**config.mk**
```make
export PLATFORM = sky130hd
export DESIGN_NAME = memory_access_stage
export DESIGN_NICKNAME = d
export VERILOG_FILES = /design/src/rtl/memory_access_stage.sv
export SDC_FILE = /design/constraint.sdc
export NUM_CORES = 1
export LEC_CHECK = 0
export CAP_MARGIN = 15
export CELL_PAD_IN_SITES_DETAIL_PLACEMENT = 1
export CELL_PAD_IN_SITES_GLOBAL_PLACEMENT = 1
export CORE_AREA = 2 2 123 185
export CTS_CLUSTER_DIAMETER = 120
export DETAILED_ROUTE_END_ITERATION = 16
export DIE_AREA = 0 0 125 187
export GPL_ROUTABILITY_DRIVEN = 0
export PLACE_DENSITY = 0.85
export RECOVER_POWER = 100
export SETUP_SLACK_MARGIN = 0.2
export SLEW_MARGIN = 10
export SYNTH_ARGS = -nofsm -noshare
export SYNTH_HDL_FRONTEND = slang
export SYNTH_SLANG_ARGS = --single-unit
```
**constraint.sdc**
```tcl
create_clock -name clk -period 4.97 [get_ports clk]
set_input_delay 0.497 -clock clk [delete_from_list [all_inputs] [get_ports clk]]
set_output_delay 0.497 -clock clk [all_outputs]
set_load 0.02 [all_outputs]
```
**src/rtl/memory_access_stage.sv**
```systemverilog
// RV32I memory stage: formats stores and extends loads on a handshaked data port.
// It stalls while an access is outstanding and holds the M->W pipeline register.
module memory_access_stage #(
    parameter int DATA_WIDTH             = 32,
    parameter int REG_FILE_ADDRESS_WIDTH = 5,
    parameter int TIMEOUT_CYCLES         = 255
) (
    input  logic                              clk,
    input  logic                              rst,
    input  logic                              RegWriteM,
    input  logic [1:0]                        ResultSrcM,
    input  logic                              MemWriteM,
    input  logic [DATA_WIDTH-1:0]             ALUResultM,
    input  logic [DATA_WIDTH-1:0]             WriteDataM,
    input  logic [REG_FILE_ADDRESS_WIDTH-1:0] RdM,
    input  logic [DATA_WIDTH-1:0]             PCPlus4M,
    input  logic [2:0]                        AddressingControlM,
    output logic                              mem_req,
    output logic                              mem_we,
    output logic [DATA_WIDTH-1:0]             mem_addr,
    output logic [DATA_WIDTH-1:0]             mem_wdata,
    output logic [3:0]                        mem_be,
    input  logic [DATA_WIDTH-1:0]             mem_rdata,
    input  logic                              mem_ack,
    output logic                              StallM,
    output logic                              RegWriteW,
    output logic [1:0]                        ResultSrcW,
    output logic [DATA_WIDTH-1:0]             ALUResultW,
    output logic [DATA_WIDTH-1:0]             ReadDataW,
    output logic [REG_FILE_ADDRESS_WIDTH-1:0] RdW,
    output logic [DATA_WIDTH-1:0]             PCPlus4W,
    output logic                              MemFaultW
);

    localparam int CNT_W = $clog2(TIMEOUT_CYCLES + 1);
    localparam logic [CNT_W-1:0] CNT_LAST = CNT_W'(TIMEOUT_CYCLES - 1);

    typedef enum logic {S_IDLE, S_WAIT} state_t;

    state_t           state;
    logic [CNT_W-1:0] cnt;

    logic       is_load;
    logic       access;
    logic [1:0] off;
    logic       illegal;
    logic       misaligned;
    logic       fault;
    logic       timeout;
    logic [DATA_WIDTH-1:0] load_data;

    function automatic logic [3:0] store_be(input logic [2:0] f3, input logic [1:0] o);
        case (f3)
            3'b000:  store_be = 4'b0001 << o;
            3'b001:  store_be = 4'b0011 << o;
            3'b010:  store_be = 4'b1111;
            default: store_be = 4'b0000;
        endcase
    endfunction

    function automatic logic [31:0] store_data(input logic [2:0] f3, input logic [31:0] wd);
        case (f3)
            3'b000:  store_data = {4{wd[7:0]}};
            3'b001:  store_data = {2{wd[15:0]}};
            default: store_data = wd;
        endcase
    endfunction

    function automatic logic [31:0] load_extend(input logic [2:0] f3, input logic [1:0] o,
                                                input logic [31:0] rd);
        logic signed [7:0]  b;
        logic signed [15:0] h;
        case (o)
            2'd0:    b = rd[7:0];
            2'd1:    b = rd[15:8];
            2'd2:    b = rd[23:16];
            default: b = rd[31:24];
        endcase
        h = o[1] ? rd[31:16] : rd[15:0];
        case (f3)
            3'b000:  load_extend = {{24{b[7]}}, b};
            3'b100:  load_extend = {24'd0, b};
            3'b001:  load_extend = {{16{h[15]}}, h};
            3'b101:  load_extend = {16'd0, h};
            default: load_extend = rd;
        endcase
    endfunction

    always_comb begin
        is_load    = (ResultSrcM == 2'b01);
        access     = MemWriteM | is_load;
        off        = ALUResultM[1:0];
        illegal    = !(AddressingControlM inside {3'b000, 3'b001, 3'b010, 3'b100, 3'b101}) ||
                     (AddressingControlM[2] && MemWriteM);
        misaligned = (AddressingControlM[1:0] == 2'b01 && off[0]) ||
                     (AddressingControlM == 3'b010 && off != 2'b00);
        fault      = access & (illegal | misaligned);
        // Reset drops the request at once, even with an access still on the inputs.
        mem_req    = access & ~fault & ~rst;
        timeout    = (state == S_WAIT) & ~mem_ack & (cnt == CNT_LAST);
        StallM     = mem_req & ~mem_ack & ~timeout;
        mem_we     = MemWriteM;
        mem_addr   = {ALUResultM[DATA_WIDTH-1:2], 2'b00};
        mem_wdata  = store_data(AddressingControlM, WriteDataM);
        mem_be     = (MemWriteM && !fault) ? store_be(AddressingControlM, off) : 4'b0000;
        load_data  = load_extend(AddressingControlM, off, mem_rdata);
    end

    always_ff @(posedge clk or posedge rst) begin
        if (rst) begin
            state <= S_IDLE;
            cnt   <= '0;
        end else begin
            case (state)
                S_IDLE: begin
                    if (mem_req && !mem_ack) begin
                        state <= S_WAIT;
                        cnt   <= '0;
                    end
                end
                default: begin
                    if (mem_ack || timeout) state <= S_IDLE;
                    else                    cnt   <= cnt + 1'b1;
                end
            endcase
        end
    end

    // M->W register: bubbles during stalls, fault flag on bad access or timeout.
    always_ff @(posedge clk or posedge rst) begin
        if (rst) begin
            RegWriteW  <= 1'b0;
            ResultSrcW <= 2'b00;
            ALUResultW <= '0;
            ReadDataW  <= '0;
            RdW        <= '0;
            PCPlus4W   <= '0;
            MemFaultW  <= 1'b0;
        end else if (StallM) begin
            RegWriteW  <= 1'b0;
            ResultSrcW <= 2'b00;
            ALUResultW <= '0;
            ReadDataW  <= '0;
            RdW        <= '0;
            PCPlus4W   <= '0;
            MemFaultW  <= 1'b0;
        end else begin
            ResultSrcW <= ResultSrcM;
            ALUResultW <= ALUResultM;
            RdW        <= RdM;
            PCPlus4W   <= PCPlus4M;
            if (fault || timeout) begin
                RegWriteW <= 1'b0;
                ReadDataW <= '0;
                MemFaultW <= 1'b1;
            end else begin
                RegWriteW <= RegWriteM;
                ReadDataW <= (mem_req && mem_ack) ? load_data : '0;
                MemFaultW <= 1'b0;
            end
        end
    end

endmodule

```
# ---- Word level (Yosys, flattened, before mapping)
# Index checks and enable logic that the tools add are counted.
# W data, S select, Z words.
dict set report totals {
  inputBits 143
  reg_bits 114
  output_inout_bits 176
  wordCells 77
}
dict set report classes {
  n_reduce_logical 19
  mux 23
  shift 2
  eq_ne 10
  add_sub_neg 1
  n_bitwise 13
}
# cell n
set ops {}
lappend ops {{$mux W32} 5}
lappend ops {{$pmux W32 S4} 1}
lappend ops {{$pmux W32 S2} 1}
lappend ops {{$mux W8} 3}
lappend ops {{$pmux W8 S3} 1}
lappend ops {{$mux W16} 1}
lappend ops {{$pmux W4 S3} 1}
lappend ops {{$add A8 B1 Y8 const B} 1}
lappend ops {{$eq A8 B8 Y1 const B} 1}
lappend ops {{$and A1 B1 Y1} 7}
lappend ops {{$mux W1} 7}
lappend ops {{$eq A2 B1 Y1 const B} 3}
lappend ops {{$eq A3 B3 Y1 const B} 2}
lappend ops {{$logic_and A1 B1 Y1} 6}
lappend ops {{$mux W5} 1}
lappend ops {{$reduce_bool A5 Y1} 1}
lappend ops {{$logic_or A1 B1 Y1} 4}
lappend ops {{$mux W4} 1}
lappend ops {{$not A1 Y1} 4}
lappend ops {{$reduce_bool A2 Y1} 2}
lappend ops {{$shl A1 B2 Y4 const A} 1}
lappend ops {{$shl A2 B2 Y4 const A} 1}
lappend ops {{$eq A3 B1 Y1 const B} 1}
lappend ops {{$eq A3 B2 Y1 const B} 1}
lappend ops {{8 further kinds} 11}

# ---- Depth between registers and ports, before layout
dict set report logic_depth {
  depth_word 13
  depth_mapped 9
}

# ---- Least setup slack after synthesis
# No wires, ideal clock.
dict set report synth_path {
  kind {input port to output port}
  from {input AddressingControlM[2]}
  to {output StallM}
  stages 6
  t_arrival_ps 2232
  setup_slack_ps 2241
  required_ps 4473
  cell_sequence {buf_2 -> or4_1 -> a221o_1 -> a211o_4 -> buf_6 -> inv_1}
}
dict set report synth_via {
  elab_chain_cells 11
}
# element line_no
set synth_lines {}
lappend synth_lines {{start: declaration} 17} ;# input logic [2:0] AddressingControlM,
lappend synth_lines {{$eq A3 B1 Y1 (tied with other cells)} 93} ;# illegal = !(AddressingControlM inside {3'b000, 3'b001, 3'b010, 3'b100, 3'b101}) ||
lappend synth_lines {{$reduce_bool A5 Y1} 93}
lappend synth_lines {{$logic_not A1 Y1} 93}
lappend synth_lines {{$logic_or A1 B1 Y1} 93}
lappend synth_lines {{$or A1 B1 Y1 *} 97} ;# fault = access & (illegal | misaligned);
lappend synth_lines {{$and A1 B1 Y1 *} 97}
lappend synth_lines {{$not A1 Y1 *} 99} ;# mem_req = access & ~fault & ~rst;
lappend synth_lines {{$and A1 B1 Y1 * (2 in a row)} 99}
lappend synth_lines {{$and A1 B1 Y1 * (2 in a row)} 101} ;# StallM = mem_req & ~mem_ack & ~timeout;
lappend synth_lines {{end: declaration} 25} ;# output logic StallM,
# Mark *: on every way between the ends. The rest lies on a longest branch, timed or not.

# ---- Worst setup path after layout
dict set report layout_path {
  from {input ALUResultM[0]}
  to {output StallM}
}
dict set report layout_via {
  elab_chain_cells 10
}
# element line_no
set layout_lines {}
lappend layout_lines {{start: declaration} 13} ;# input logic [DATA_WIDTH-1:0] ALUResultM,
lappend layout_lines {{$reduce_bool A2 Y1} 96} ;# (AddressingControlM == 3'b010 && off != 2'b00);
lappend layout_lines {{$logic_and A1 B1 Y1} 96}
lappend layout_lines {{$logic_or A1 B1 Y1 *} 95} ;# misaligned = (AddressingControlM[1:0] == 2'b01 && off[0]) ||
lappend layout_lines {{$or A1 B1 Y1 *} 97}
lappend layout_lines {{$and A1 B1 Y1 *} 97}
lappend layout_lines {{$not A1 Y1 *} 99}
lappend layout_lines {{$and A1 B1 Y1 * (2 in a row)} 99}
lappend layout_lines {{$and A1 B1 Y1 * (2 in a row)} 101}
# Marked as above.

==> impl_results.md <==
* Fraction of registers with async set/reset at 100.0%
* Top achievable clock speed at 0.2320 GHz
* Final Skew at 0.008334 ns
* Count of endpoints failing hold in the final timing report at 0
* Max Buffers Root-to-Sink at 2
* Post-CTS Hold Fix Bufs at 0
* Die height at 187 um
* Synthesized flop and latch total at 114
* Leading cell type in the layout, fill and taps excluded: dlygate4sd3_1
* Power per standard cell area at 295.0 nW/um2
* Most used DFF post-synth: dfrtp_1
* Site row count at 67
* # resized after CTS at 0
* Horiz. Die Dim at 125 um
* Final period util at 86.75%
* Per-cell routed wire length at 18.41 um
* Slew margin rel. at -36.21%
* Per-instance average area after synthesis at 11.03 um2
* Leak at 3.823 nW
* Number of DRC violations after detailed routing at 0
* Starting density of the core at 24.36%
* Total negative setup slack at 0 ns
* Num ports at 319
* Max Transition Viols Final at 75
* CTS tree: built
* Critical Path AT at 3.81 ns
* Final WL at 19300 um
* Number of fill cells at 2442
* Global-route wire length before repair at 30220 um
* Worst slack at placement at 1.038 ns
* Sinks on Clock Net at 114
* Maximum fanout along the worst path at 72
* Syn Inst Count at 485
* Synthesized area at 5350 um2
* Startpoint type of the worst setup path: primary input
* Global-route usage over all layers at 16.70%
* Register area share after synthesis at 53.32%
* Count of maximum capacitance violations at 2
* IO Port Bufs at 316
* Library cell with the largest summed area after synthesis: dfrtp_1
* Share of Yosys cell area claimed by the top area cell type at 53.32%
* Cell types occupying the most area after synthesis: dfrtp_1 53%, and2_1 8.4%, buf_4 5.8%, mux2_2 4.4%, nor2b_1 2.8%
* Number of failing setup endpoints in the final timing report at 0
* Number of buffers created by CTS at 17
* Antenna Nets Post-Route at 0
* Synthesis-to-finish area growth at 67.91%
* Placeable core region at 21960 um2
* Commonest cells after routing, fill and taps aside: 172 x dlygate4sd3_1, 144 x clkdlybuf4s50_1, 114 x dfrtp_1, 37 x and2_0, 35 x and2_1
* Worst-path clk slew at 0.06 ns
* Number of warnings issued by yosys at 0
* Final net count at 905
* Distinct cell type count of the synthesized netlist at 45
* Hold Path Class: flip-flop to flip-flop
* Number of global-route vias before repair at 5282
* Number of enable-type register cells in the synthesized netlist at 0
* Post-CTS Setup Inserts at 0
* Worst-case vdd ir drop at 0.2247 mV
* Total grt overflow at 0
* Initial antenna violation count at 1
* Post-detail-place hpwl at 15270 um
* Largest incremental delay on the critical path at 0.63 ns
* Startpoint of the most critical register-to-register path: cnt[0]$_DFFE_PP0P_
* Critical path startpoint: ALUResultM[0]
* Slew at the pin closest to its max-slew limit at 2.043 ns
* DIE AREA at 23380 um2
* Maximum number of pins on one net before global-route repair at 73
* Class of the most critical setup path: primary input to primary output
* Iteration count of the initial detailed-routing pass at 4
* Average via count per standard cell at 4.483
* Data required, critical path at 4.47 ns
* Share of final-layout standard cells stronger than drive strength 1 at 8.171%
* Final critical-path required period at 4.311 ns
* Failing checks: capacitance limit, slew limit
* 1st-iter DRT viols at 166
* Vias after detailed routing at 4698
* Run status: finished with violations
* Ordered list of cells on the worst path: dlygate4sd3_1, clkbuf_1, or4_1, a221o_1, a211o_4, inv_1, clkdlybuf4s50_1
* Cell type of the slowest stage on the worst timing path: or4_1
* Unrepaired setup endpoints after global routing: false
* Nature of the critical path endpoint: primary output
* Clock tree root buffer cell: clkbuf_16
* Number of levels in the clock H-tree at 4
* Minimum setup slack in the final design at 0.6588 ns
* Launch instance of the worst min-delay path: cnt[2]$_DFFE_PP0P_
* Clock network latency to the later pin of the worst-skew pair at 0.41 ns
[path summary, 6_finish.rpt]
kind	end	slack, ns	cells after the start
max reg2reg	PCPlus4W[20]$_DFF_PP0_	2.67	6
max	StallM	0.66	7
min reg2reg	cnt[2]$_DFFE_PP0P_	0.55	1
min in group asynchronous	state$_DFF_PP0_	0.98	2
min	cnt[2]$_DFFE_PP0P_	0.55	1
max in group asynchronous	ReadDataW[24]$_DFF_PP0_	1.44	3
[cells in the mapped netlist, drive strengths merged, types with 8 or more instances]
cell / instances
dfrtp: 114
and2: 72
buf: 55
a21oi: 26
nor2b: 24
nor2: 22
mux2: 21
nor3: 20
clkbuf: 16
nand2: 12
inv: 11
mux2i: 9
o22ai: 8
[stage by stage]
step	area, um2	hold WS [ns]	power, mW	cells	util (%)
after CTS	8996	0.5056	2.730	1047	40.96
after floorplan	5354	0.4844	1.291	486	-
after detailed placement	8462	0.5347	1.599	1017	38.53
after global routing	8984	0.5690	2.774	1048	40.90
after global placement	8462	0.5261	1.585	1017	38.53
final	8984	0.5483	2.651	1048	40.90
[routing by layer]
| metal | global-route usage, % | part of all wire, % | vias up |
|---|---|---|---|
| li1 | - | - | 2162 |
| met1 | 17.98 | 37 | 2262 |
| met2 | 30.75 | 54 | 248 |
| met3 | 4.090 | 6.0 | 26 |
| met4 | 7.222 | 2.8 | 0 |
| met5 | 0 | 0 | - |
[where the power goes]
part | switching (mW) | internal, mW
Clock | 0.419 | 0.688
Sequential | 0.0225 | 0.979
Combinational | 0.270 | 0.272
Total | 0.712 | 1.94
[worst max-delay path, delay by kind of cell]
family                 cells  cell delay, ns
buffers and inverters      4            1.65
AOI/OAI and AO/OA          2            1.01
and+or+nand+nor            1            0.63
[flip-flops by register name, indices dropped and copies added, names as in the netlist]
register and count:
ALUResultW 32, RegWriteW 1, ReadDataW 32, cnt 8, state 1, RdW 5, MemFaultW 1, ResultSrcW 2
PCPlus4W 32
[cell type report]
cell class / count / area (um2) / share of cell area, %
Sequential cell: 114 / 2853 / 31.75
Antenna cell: 1 / 2.502 / 0.02786
Inverter: 12 / 46.29 / 0.5153
Clock inverter: 11 / 91.34 / 1.017
Multi-Input combinational cell: 289 / 1976 / 21.99
Clock buffer: 19 / 442.9 / 4.930
Tap cell: 276 / 345.3 / 3.844
Timing Repair Buffer: 326 / 3227 / 35.92
[logic make-up after synthesis]
| group | synth area share [%] |
|---|---|
| flip-flops | 53.32 |
| multiplexers | 7.788 |
| buffers and inverters | 9.776 |
| AND/OR/NAND/NOR | 18.57 |
| AO/OA/AOI/OAI | 9.682 |
| XOR/XNOR | 0.3275 |
| adder cells (fa/ha/maj) | 0.4677 |
| other | 0.07009 |
(Power assumes the default switching activity.)
